`src/rtl/id_ex_stage_if.sv`:
```
// Decode/execute boundary bundle: decoder control, operands and fields in;
// registered execute-side word, hazard stall and branch redirect out.
interface id_ex_stage_if #(
   parameter int DW = 32,
   parameter int RW = 5
);
   logic          WB_en;
   logic          isImmediate;
   logic          memRead;
   logic          memWrite;
   logic [3:0]    executeCMD;
   logic [1:0]    BR;
   logic          twoSoursec;
   logic [DW-1:0] PC_in;
   logic [DW-1:0] val1;
   logic [DW-1:0] val2;
   logic [15:0]   imm;
   logic [RW-1:0] src1;
   logic [RW-1:0] src2;
   logic [RW-1:0] dest;
   logic          mem_WB_en;
   logic [RW-1:0] mem_dest;
   logic          freeze;

   logic          hazard_stall;
   logic          branch_taken;
   logic [DW-1:0] branch_addr;
   logic          ex_WB_en;
   logic          ex_memRead;
   logic          ex_memWrite;
   logic [3:0]    ex_executeCMD;
   logic [DW-1:0] ex_val1;
   logic [DW-1:0] ex_val2;
   logic [DW-1:0] ex_stVal;
   logic [RW-1:0] ex_src1;
   logic [RW-1:0] ex_src2;
   logic [RW-1:0] ex_dest;
   logic [DW-1:0] ex_PC;

   modport master (
      output WB_en, isImmediate, memRead, memWrite,
      output executeCMD, BR, twoSoursec,
      output PC_in, val1, val2, imm,
      output src1, src2, dest,
      output mem_WB_en, mem_dest, freeze,
      input  hazard_stall, branch_taken, branch_addr,
      input  ex_WB_en, ex_memRead, ex_memWrite,
      input  ex_executeCMD,
      input  ex_val1, ex_val2, ex_stVal,
      input  ex_src1, ex_src2, ex_dest, ex_PC
   );

   modport slave (
      input  WB_en, isImmediate, memRead, memWrite,
      input  executeCMD, BR, twoSoursec,
      input  PC_in, val1, val2, imm,
      input  src1, src2, dest,
      input  mem_WB_en, mem_dest, freeze,
      output hazard_stall, branch_taken, branch_addr,
      output ex_WB_en, ex_memRead, ex_memWrite,
      output ex_executeCMD,
      output ex_val1, ex_val2, ex_stVal,
      output ex_src1, ex_src2, ex_dest, ex_PC
   );
endinterface

```
`src/rtl/id_ex_stage.sv`:
```
// ID/EX pipeline register with hazard stall and decode-stage branch resolve.
// Define ID_EX_FWD_EN when execute forwards; then only load-use stalls non-branches.
module id_ex_stage #(
   parameter int DW = 32,
   parameter int RW = 5
) (
   input logic          clk,
   input logic          rst,
   id_ex_stage_if.slave bus
);

   typedef struct packed {
      logic       wb_en;
      logic       mem_read;
      logic       mem_write;
      logic [3:0] cmd;
   } ctrl_t;

   typedef struct packed {
      logic [DW-1:0] val1;
      logic [DW-1:0] val2;
      logic [DW-1:0] st_val;
      logic [RW-1:0] src1;
      logic [RW-1:0] src2;
      logic [RW-1:0] dest;
      logic [DW-1:0] pc;
   } data_t;

   ctrl_t ctrl_q;
   data_t data_q;
   ctrl_t ctrl_d;
   data_t data_d;

   logic [DW-1:0] imm_sext;
   logic          use1;
   logic          use2;
   logic          ex_match;
   logic          mem_match;
   logic          dep_ex;
   logic          dep_mem;
   logic          is_cond_br;
   logic          load_use;
   logic          br_haz;
   logic          nb_haz;
   logic          stall;
   logic          cond;

   assign imm_sext = {{(DW-16){bus.imm[15]}}, bus.imm};

   assign use1 = bus.src1 != '0;
   assign use2 = bus.twoSoursec & (bus.src2 != '0);

   assign ex_match =
      (use1 & (bus.src1 == ctrl_dest_ex())) |
      (use2 & (bus.src2 == ctrl_dest_ex()));

   assign mem_match =
      (use1 & (bus.src1 == bus.mem_dest)) |
      (use2 & (bus.src2 == bus.mem_dest));

   function automatic logic [RW-1:0] ctrl_dest_ex();
      return data_q.dest;
   endfunction

   assign dep_ex     = ctrl_q.wb_en & ex_match;
   assign dep_mem    = bus.mem_WB_en & mem_match;
   assign is_cond_br = (bus.BR == 2'b01) | (bus.BR == 2'b10);
   assign load_use   = ctrl_q.mem_read & ex_match;
   assign br_haz     = is_cond_br & (dep_ex | dep_mem);

`ifdef ID_EX_FWD_EN
   assign nb_haz = 1'b0;
`else
   // Without forwarding every consumer waits until its producer reaches WB.
   assign nb_haz = !is_cond_br & (dep_ex | dep_mem);
`endif

   assign stall = (load_use | br_haz | nb_haz) & !bus.freeze & !rst;

   always_comb begin
      cond = 1'b0;
      unique case (bus.BR)
         2'b01:   cond = bus.val1 == '0;
         2'b10:   cond = bus.val1 != bus.val2;
         2'b11:   cond = 1'b1;
         default: cond = 1'b0;
      endcase
   end

   assign bus.hazard_stall = stall;
   assign bus.branch_taken = cond & !stall & !bus.freeze & !rst;
   assign bus.branch_addr  = bus.PC_in + (imm_sext << 2);

   always_comb begin
      ctrl_d.wb_en     = bus.WB_en;
      ctrl_d.mem_read  = bus.memRead;
      ctrl_d.mem_write = bus.memWrite;
      ctrl_d.cmd       = bus.executeCMD;
      data_d.val1      = bus.val1;
      data_d.val2      = bus.isImmediate ? imm_sext : bus.val2;
      data_d.st_val    = bus.val2;
      data_d.src1      = bus.src1;
      data_d.src2      = bus.src2;
      data_d.dest      = bus.dest;
      data_d.pc        = bus.PC_in;
   end

   // A bubble only kills control; data/fields keep their last value.
   always_ff @(posedge clk) begin
      if (rst) begin
         ctrl_q <= '0;
         data_q <= '0;
      end else if (bus.freeze) begin
         ctrl_q <= ctrl_q;
         data_q <= data_q;
      end else if (stall) begin
         ctrl_q <= '0;
         data_q <= data_q;
      end else begin
         ctrl_q <= ctrl_d;
         data_q <= data_d;
      end
   end

   assign bus.ex_WB_en      = ctrl_q.wb_en;
   assign bus.ex_memRead    = ctrl_q.mem_read;
   assign bus.ex_memWrite   = ctrl_q.mem_write;
   assign bus.ex_executeCMD = ctrl_q.cmd;
   assign bus.ex_val1       = data_q.val1;
   assign bus.ex_val2       = data_q.val2;
   assign bus.ex_stVal      = data_q.st_val;
   assign bus.ex_src1       = data_q.src1;
   assign bus.ex_src2       = data_q.src2;
   assign bus.ex_dest       = data_q.dest;
   assign bus.ex_PC         = data_q.pc;

endmodule
```
`src/flat_wrapper.sv`:
```
// flat-port wrapper written by rule: the top's interface ports become plain ports
module id_ex_stage_flat 
#(
   parameter int DW = 32,
   parameter int RW = 5
)
  (clk, rst, bus_WB_en, bus_isImmediate, bus_memRead, bus_memWrite, bus_executeCMD, bus_BR, bus_twoSoursec, bus_PC_in, bus_val1, bus_val2, bus_imm, bus_src1, bus_src2, bus_dest, bus_mem_WB_en, bus_mem_dest, bus_freeze, bus_hazard_stall, bus_branch_taken, bus_branch_addr, bus_ex_WB_en, bus_ex_memRead, bus_ex_memWrite, bus_ex_executeCMD, bus_ex_val1, bus_ex_val2, bus_ex_stVal, bus_ex_src1, bus_ex_src2, bus_ex_dest, bus_ex_PC);
  id_ex_stage_if #(.DW(DW), .RW(RW)) bus_i ();
  input logic clk;
  input logic rst;
  input wire logic [$bits(bus_i.WB_en)-1:0] bus_WB_en;
  input wire logic [$bits(bus_i.isImmediate)-1:0] bus_isImmediate;
  input wire logic [$bits(bus_i.memRead)-1:0] bus_memRead;
  input wire logic [$bits(bus_i.memWrite)-1:0] bus_memWrite;
  input wire logic [$bits(bus_i.executeCMD)-1:0] bus_executeCMD;
  input wire logic [$bits(bus_i.BR)-1:0] bus_BR;
  input wire logic [$bits(bus_i.twoSoursec)-1:0] bus_twoSoursec;
  input wire logic [$bits(bus_i.PC_in)-1:0] bus_PC_in;
  input wire logic [$bits(bus_i.val1)-1:0] bus_val1;
  input wire logic [$bits(bus_i.val2)-1:0] bus_val2;
  input wire logic [$bits(bus_i.imm)-1:0] bus_imm;
  input wire logic [$bits(bus_i.src1)-1:0] bus_src1;
  input wire logic [$bits(bus_i.src2)-1:0] bus_src2;
  input wire logic [$bits(bus_i.dest)-1:0] bus_dest;
  input wire logic [$bits(bus_i.mem_WB_en)-1:0] bus_mem_WB_en;
  input wire logic [$bits(bus_i.mem_dest)-1:0] bus_mem_dest;
  input wire logic [$bits(bus_i.freeze)-1:0] bus_freeze;
  output wire logic [$bits(bus_i.hazard_stall)-1:0] bus_hazard_stall;
  output wire logic [$bits(bus_i.branch_taken)-1:0] bus_branch_taken;
  output wire logic [$bits(bus_i.branch_addr)-1:0] bus_branch_addr;
  output wire logic [$bits(bus_i.ex_WB_en)-1:0] bus_ex_WB_en;
  output wire logic [$bits(bus_i.ex_memRead)-1:0] bus_ex_memRead;
  output wire logic [$bits(bus_i.ex_memWrite)-1:0] bus_ex_memWrite;
  output wire logic [$bits(bus_i.ex_executeCMD)-1:0] bus_ex_executeCMD;
  output wire logic [$bits(bus_i.ex_val1)-1:0] bus_ex_val1;
  output wire logic [$bits(bus_i.ex_val2)-1:0] bus_ex_val2;
  output wire logic [$bits(bus_i.ex_stVal)-1:0] bus_ex_stVal;
  output wire logic [$bits(bus_i.ex_src1)-1:0] bus_ex_src1;
  output wire logic [$bits(bus_i.ex_src2)-1:0] bus_ex_src2;
  output wire logic [$bits(bus_i.ex_dest)-1:0] bus_ex_dest;
  output wire logic [$bits(bus_i.ex_PC)-1:0] bus_ex_PC;
  assign bus_i.WB_en = bus_WB_en;
  assign bus_i.isImmediate = bus_isImmediate;
  assign bus_i.memRead = bus_memRead;
  assign bus_i.memWrite = bus_memWrite;
  assign bus_i.executeCMD = bus_executeCMD;
  assign bus_i.BR = bus_BR;
  assign bus_i.twoSoursec = bus_twoSoursec;
  assign bus_i.PC_in = bus_PC_in;
  assign bus_i.val1 = bus_val1;
  assign bus_i.val2 = bus_val2;
  assign bus_i.imm = bus_imm;
  assign bus_i.src1 = bus_src1;
  assign bus_i.src2 = bus_src2;
  assign bus_i.dest = bus_dest;
  assign bus_i.mem_WB_en = bus_mem_WB_en;
  assign bus_i.mem_dest = bus_mem_dest;
  assign bus_i.freeze = bus_freeze;
  assign bus_hazard_stall = bus_i.hazard_stall;
  assign bus_branch_taken = bus_i.branch_taken;
  assign bus_branch_addr = bus_i.branch_addr;
  assign bus_ex_WB_en = bus_i.ex_WB_en;
  assign bus_ex_memRead = bus_i.ex_memRead;
  assign bus_ex_memWrite = bus_i.ex_memWrite;
  assign bus_ex_executeCMD = bus_i.ex_executeCMD;
  assign bus_ex_val1 = bus_i.ex_val1;
  assign bus_ex_val2 = bus_i.ex_val2;
  assign bus_ex_stVal = bus_i.ex_stVal;
  assign bus_ex_src1 = bus_i.ex_src1;
  assign bus_ex_src2 = bus_i.ex_src2;
  assign bus_ex_dest = bus_i.ex_dest;
  assign bus_ex_PC = bus_i.ex_PC;
  id_ex_stage #(.DW(DW), .RW(RW)) u_core (.clk(clk), .rst(rst), .bus(bus_i));
endmodule
```
`config.mk`:
```
export PLATFORM = sky130hd
export DESIGN_NAME = id_ex_stage_flat
export DESIGN_NICKNAME = d
export VERILOG_FILES = /design/src/rtl/id_ex_stage_if.sv /design/src/rtl/id_ex_stage.sv /design/src/flat_wrapper.sv
export SDC_FILE = /design/constraint.sdc
export NUM_CORES = 1
export LEC_CHECK = 0
export BUFFER_PORTS_ARGS = -buffer_cell sky130_fd_sc_hd__buf_2
export CAP_MARGIN = 20
export CELL_PAD_IN_SITES_DETAIL_PLACEMENT = 1
export CELL_PAD_IN_SITES_GLOBAL_PLACEMENT = 2
export CORE_MARGIN = 3
export CORE_UTILIZATION = 26
export CTS_CLUSTER_SIZE = 40
export DETAILED_ROUTE_END_ITERATION = 6
export PLACE_DENSITY_LB_ADDON = 0.1
export SKIP_LAST_GASP = 1
export SLEW_MARGIN = 15
export SYNTH_ARGS = -nofsm -noshare
export SYNTH_HDL_FRONTEND = slang
export SYNTH_SLANG_ARGS = --single-unit
```
`constraint.sdc`:
```
create_clock -name clk -period 2.86 [get_ports clk]
set_input_delay 0.429 -clock clk [delete_from_list [all_inputs] [get_ports clk]]
set_output_delay 0.429 -clock clk [all_outputs]
set_load 0.01 [all_outputs]
```
# --- After elaboration in Yosys (flattened, before gate mapping) ---
# Index checks and enable logic that the tools add are counted.
# Widths: inputs -> output; s select.
word_totals:
  register_bits: 150
  inputBits: 147
  out_inout_bits: 184
  elab_cells: 54
classes:
  addsub: 1
  n_eq_ne: 8
  muxes: 3
  bitwise: 23
  reduce_logical: 8
ops:
  columns: ["operator", "n"]
  rows:
  - ["$add 32x32->32", 1]
  - ["$logic_not 32->1", 1]
  - ["$mux 32", 1]
  - ["$ne 32x32->1", 1]
  - ["$eq 5x5->1", 4]
  - ["$and 1x1->1", 15]
  - ["$reduce_bool 5->1", 2]
  - ["$mux 7", 1]
  - ["$or 1x1->1", 6]
  - ["$eq 2x2->1 const B", 2]
  - ["$logic_not 1->1", 4]
  - ["$pmux 1 s3", 1]
  - ["$eq 2x1->1 const B", 1]
  - ["$not 1->1", 2]
  - ["$reduce_and 2->1", 1]

# --- Logic depth before layout (Yosys ltp) ---
logic_depth:
  word_depth: 15
  mapped_depth: 11

# --- Worst setup path before layout ---
# No wires, ideal clock.
synth_path:
  kind: "input -> output"
  start: "input bus_imm[0]"
  end: "output bus_branch_addr[30]"
  arrival_ns: 2.396
  required_time_ns: 2.431
  setup_slack_ns: 0.035
  stages: 11
  path_buffers: 0
  cell_sequence: "ha_1 -> inv_1 -> fa_1 -> nor2b_1 -> o21ai_1 -> a21o_1 -> and3_1 -> o21ai_1 -> a21o_1 -> a21oi_1 -> a311oi_1"
synth_via:
  elab_chain_cells: 1
synth_lines:
  columns: ["element", "line_no", "source"]
  rows:
  - ["start, declared", "flat_wrapper.sv:21", "input wire logic [$bits(bus_i.imm)-1:0] bus_imm;"]
  - ["$add 32x32->32", "id_ex_stage.sv:92", "assign bus.branch_addr = bus.PC_in + (imm_sext << 2);"]
  - ["end, declared", "flat_wrapper.sv:30", "output wire logic [$bits(bus_i.branch_addr)-1:0] bus_branch_addr;"]
# Every way passes these cells.

# --- Worst setup path after layout ---
layout_path:
  start: "input bus_PC_in[2]"
  end: "output bus_branch_addr[30]"
layout_via:
  elab_chain_cells: 1
layout_lines:
  columns: ["element", "line_no", "source"]
  rows:
  - ["start, declared", "flat_wrapper.sv:18", "input wire logic [$bits(bus_i.PC_in)-1:0] bus_PC_in;"]
  - ["$add 32x32->32", "id_ex_stage.sv:92", null]
# Every way passes these cells.

==> impl_results.md <==
* Status: complete, but fails checks
* Failing checks: setup timing
* Layout Utilization at 0.399
* P_leak at 5.35 nW
* Max capacitance violation total at 0
* Tot GR Track Use at 0.208
* Cts bufs inserted at 17
* Starting Density at 0.266
* Dpl ws at -0.453 ns
* Antenna Cells at 0
* Vias in the first global route at 8593
* RSZ-0062 raised after global routing: true
* Die X-Extent at 178 um
* Hold_buf cts at 0
* Share of cells above drive strength 1 at 0.386
* Fmax at 331 MHz
* EDFF count, synth at 0
* FILL cells at 3553
* Adder-cell share of the synthesized area at 0.0562
* Flop2flop setup slack at 0.69 ns
* Row cnt at 62
* Gpl congestion at 0.842
* Final Net Count at 1562
* Root Buffer: clkbuf_16
* Reg-to-reg endpoint: u_core.bus.ex_stVal[6]
* R2R Path Start: u_core.bus.ex_dest[2]
* CP Class: in2out
* Initial antenna violation count at 5
* Final Hold Fails at 0
* Placed Area at 10400 um2
* Hold WC Path Type: in2reg
* Die footprint at 31700 um2
* Worst Skew at 0.0178 ns
* Worst slew pin tran at 0.819 ns
* H-tree depth at 4
* Boundary Pins at 331
* PD cells at 547 nW/um2
* Clock Path Buffers at 2
* First-pass DRT Iterations at 4
* Area Growth Syn to Fin at 49.8%
* Placed Instances at 1734
* Compound-gate portion of the synthesized area at 0.199
* Largest net degree at the start of global routing at 83
* First-pass GRT wire length at 50800 um
* Hold path endpoint: u_core.bus.ex_memWrite
* Multi-input gate area at 4790 um2
* Min cycle time layout at 3.02 ns
* Crit path arrival time at 2.59 ns
* Final Instance Area at 11500 um2
* Sequential cell area at 3000 um2
* Yosys cell types at 56
* Mux contribution to synthesized area at 0.0223
* Most frequent cells in the layout: 321 x buf_2, 250 x nand2_1, 150 x a21oi_1, 150 x dfxtp_1, 105 x buf_4
* Synth Net Count at 1160
* Syn Inst Count at 979
* Xor-xnor portion of the synthesized cell area at 0.0853
* Clk_lat worst skew at 0.43 ns
* Setup WS post-layout at -0.159 ns
* Hold depth at 2
* WL/cell at 19.1 um
* I/O Buffers at 330
* Type of origin of the critical path: input port
* Area of the core at 28900 um2
* Nature of the critical path endpoint: primary output
* # setup viols final at 13
* Ys async rst share at 0
* Start point of the worst hold path: bus_memWrite
* Synth Register Bits at 150
* Clock Pin Slew Worst Setup and Hold Paths at 0.08 ns
* Drt initial violations at 306
* Sequential share of the synthesized area at 0.390
* Most used DFF post-synth: dfxtp_1
* Netlist Area Pre-Place at 7700 um2
* Main combinational cell family by area after synthesis: simple AND/OR/NAND/NOR gates
* DRT Wirelength at 34000 um
* Drt drc at 0
* CTS Sinks at 150
* Peak supply drop at 352 uV
* Worst reg2reg path depth at 9
* Slew HR at 0.454
* Hpwl dp at 26100 um
* Slew Viols, Final at 0
* Antenna viol nets, final at 0
* CP Max Fanout at 3
* Post-DR vias/cell at 4.68
* Period Utilization, post-route at 1.06
* Ys Warns at 0
* Commonest non-fill, non-tap cell in the layout: buf_2
* Post-synthesis simple-gate area fraction at 0.205
* Syn avg cell area at 7.87 um2
* Critical Path RT at 2.43 ns
* GRT overflow at 0
* Die height at 178 um
* Fin cells at 1778
* CTS tree: yes
* Via count at 8315
repair_timing:
item,CTS,global route
pin swaps,48,29
gates resized for setup,79,19
endpoints found under the setup margin,18,18
buffers inserted,10,3
cloned,0,0
cell type report:
cell class,instances,share of cell area
clock inverter,15,0.0138
inverter,12,0.00390
timing repair buffer,443,0.228
sequential,150,0.260
clock buffer,17,0.0369
multi-input combinational,757,0.415
tap,384,0.0416
registers in the layout, indices dropped and copies added, names as in the netlist:
register                  count
u_core.bus.ex_PC             32
u_core.bus.ex_WB_en           1
u_core.bus.ex_dest            5
u_core.bus.ex_executeCMD      4
u_core.bus.ex_memRead         1
u_core.bus.ex_memWrite        1
u_core.bus.ex_src1            5
u_core.bus.ex_src2            5
u_core.bus.ex_stVal          32
u_core.bus.ex_val1           32
u_core.bus.ex_val2           32
power by group:
| group | leakage [nW] | internal, mW | switching, mW | total, mW |
|---|---|---|---|---|
| sequential | 1.24 | 2.23 | 0.0717 | 2.30 |
| clock | 0.284 | 1.24 | 1.05 | 2.29 |
| combinational | 3.83 | 0.753 | 0.961 | 1.71 |
| total | 5.35 | 4.22 | 2.08 | 6.31 |
cell usage after synthesis, drive strengths merged (2+ instances only):
| library cell | count | area (um2) |
|---|---|---|
| nand2b | 3 | 18.8 |
| dfxtp | 150 | 3000 |
| nor3 | 6 | 35.0 |
| nor3b | 2 | 15.0 |
| or4 | 3 | 22.5 |
| a31oi | 2 | 12.5 |
| ha | 33 | 413 |
| a211oi | 35 | 268 |
| o21a | 5 | 37.5 |
| mux2i | 16 | 160 |
| o211ai | 3 | 22.5 |
| nand4 | 9 | 56.3 |
| xor2 | 53 | 464 |
| nor2b | 3 | 18.8 |
| a21oi | 159 | 800 |
| xnor2 | 22 | 193 |
| o21ai | 14 | 70.1 |
| clkbuf | 26 | 97.6 |
| o2111ai | 4 | 35.0 |
| nand2 | 253 | 950 |
| and2 | 4 | 25.0 |
| o21bai | 4 | 30.0 |
| inv | 11 | 41.3 |
| a22o | 7 | 61.3 |
| or2 | 2 | 12.5 |
| and3 | 2 | 12.5 |
| nand3 | 5 | 25.0 |
| nor2 | 60 | 228 |
| buf | 34 | 183 |
| nor4 | 17 | 106 |
| a41oi | 3 | 26.3 |
| a21o | 12 | 90.1 |
critical path, stage by stage:
cell	delay, ns
buf_8	0.09
ha_4	0.14
inv_2	0.04
fa_2	0.35
nor2b_1	0.13
o21ai_1	0.09
a21o_1	0.23
and3_4	0.16
o21ai_2	0.12
buf_6	0.13
a21o_1	0.15
a21oi_2	0.07
a311oi_2	0.29
buf_2	0.17
stage by stage:
stage | power [mW] | TNS (ns) | hold WS [ns]
after floorplan | 3.13 | 0 | 0.481
after global placement | 3.92 | -4.95 | 0.439
after detailed placement | 3.93 | -5.03 | 0.444
after CTS | 6.37 | -1.03 | 0.197
after global routing | 6.66 | -2.78 | 0.190
final | 6.31 | -1.10 | 0.216
routing by layer:
layer  global-route usage  routed length (um)  up-vias
li1                     -                   -     4182
met1                0.261               14900     3898
met2                0.361               16600      193
met3               0.0545                2050       32
met4               0.0432                 398       10
met5                    0                  54        -
kinds of logic after synthesis:
logic type | Yosys count
compound gates | 256
fa+ha+maj | 34
flops | 150
mux | 17
simple gates | 375
buf+inv | 72
xor+xnor | 75
how the worst max path moves through the flow:
stage	start	end	slack (ns)	cells after the start
after floorplan	bus_imm[0]	bus_branch_addr[30]	0.03	11
after global placement	bus_PC_in[2]	bus_branch_addr[24]	-0.47	13
after detailed placement	bus_PC_in[2]	bus_branch_addr[24]	-0.45	13
after CTS	bus_PC_in[2]	bus_branch_addr[30]	-0.14	14
after global routing	bus_PC_in[2]	bus_branch_addr[30]	-0.28	14
final	bus_PC_in[2]	bus_branch_addr[30]	-0.16	14
(Power assumes the default switching activity.)
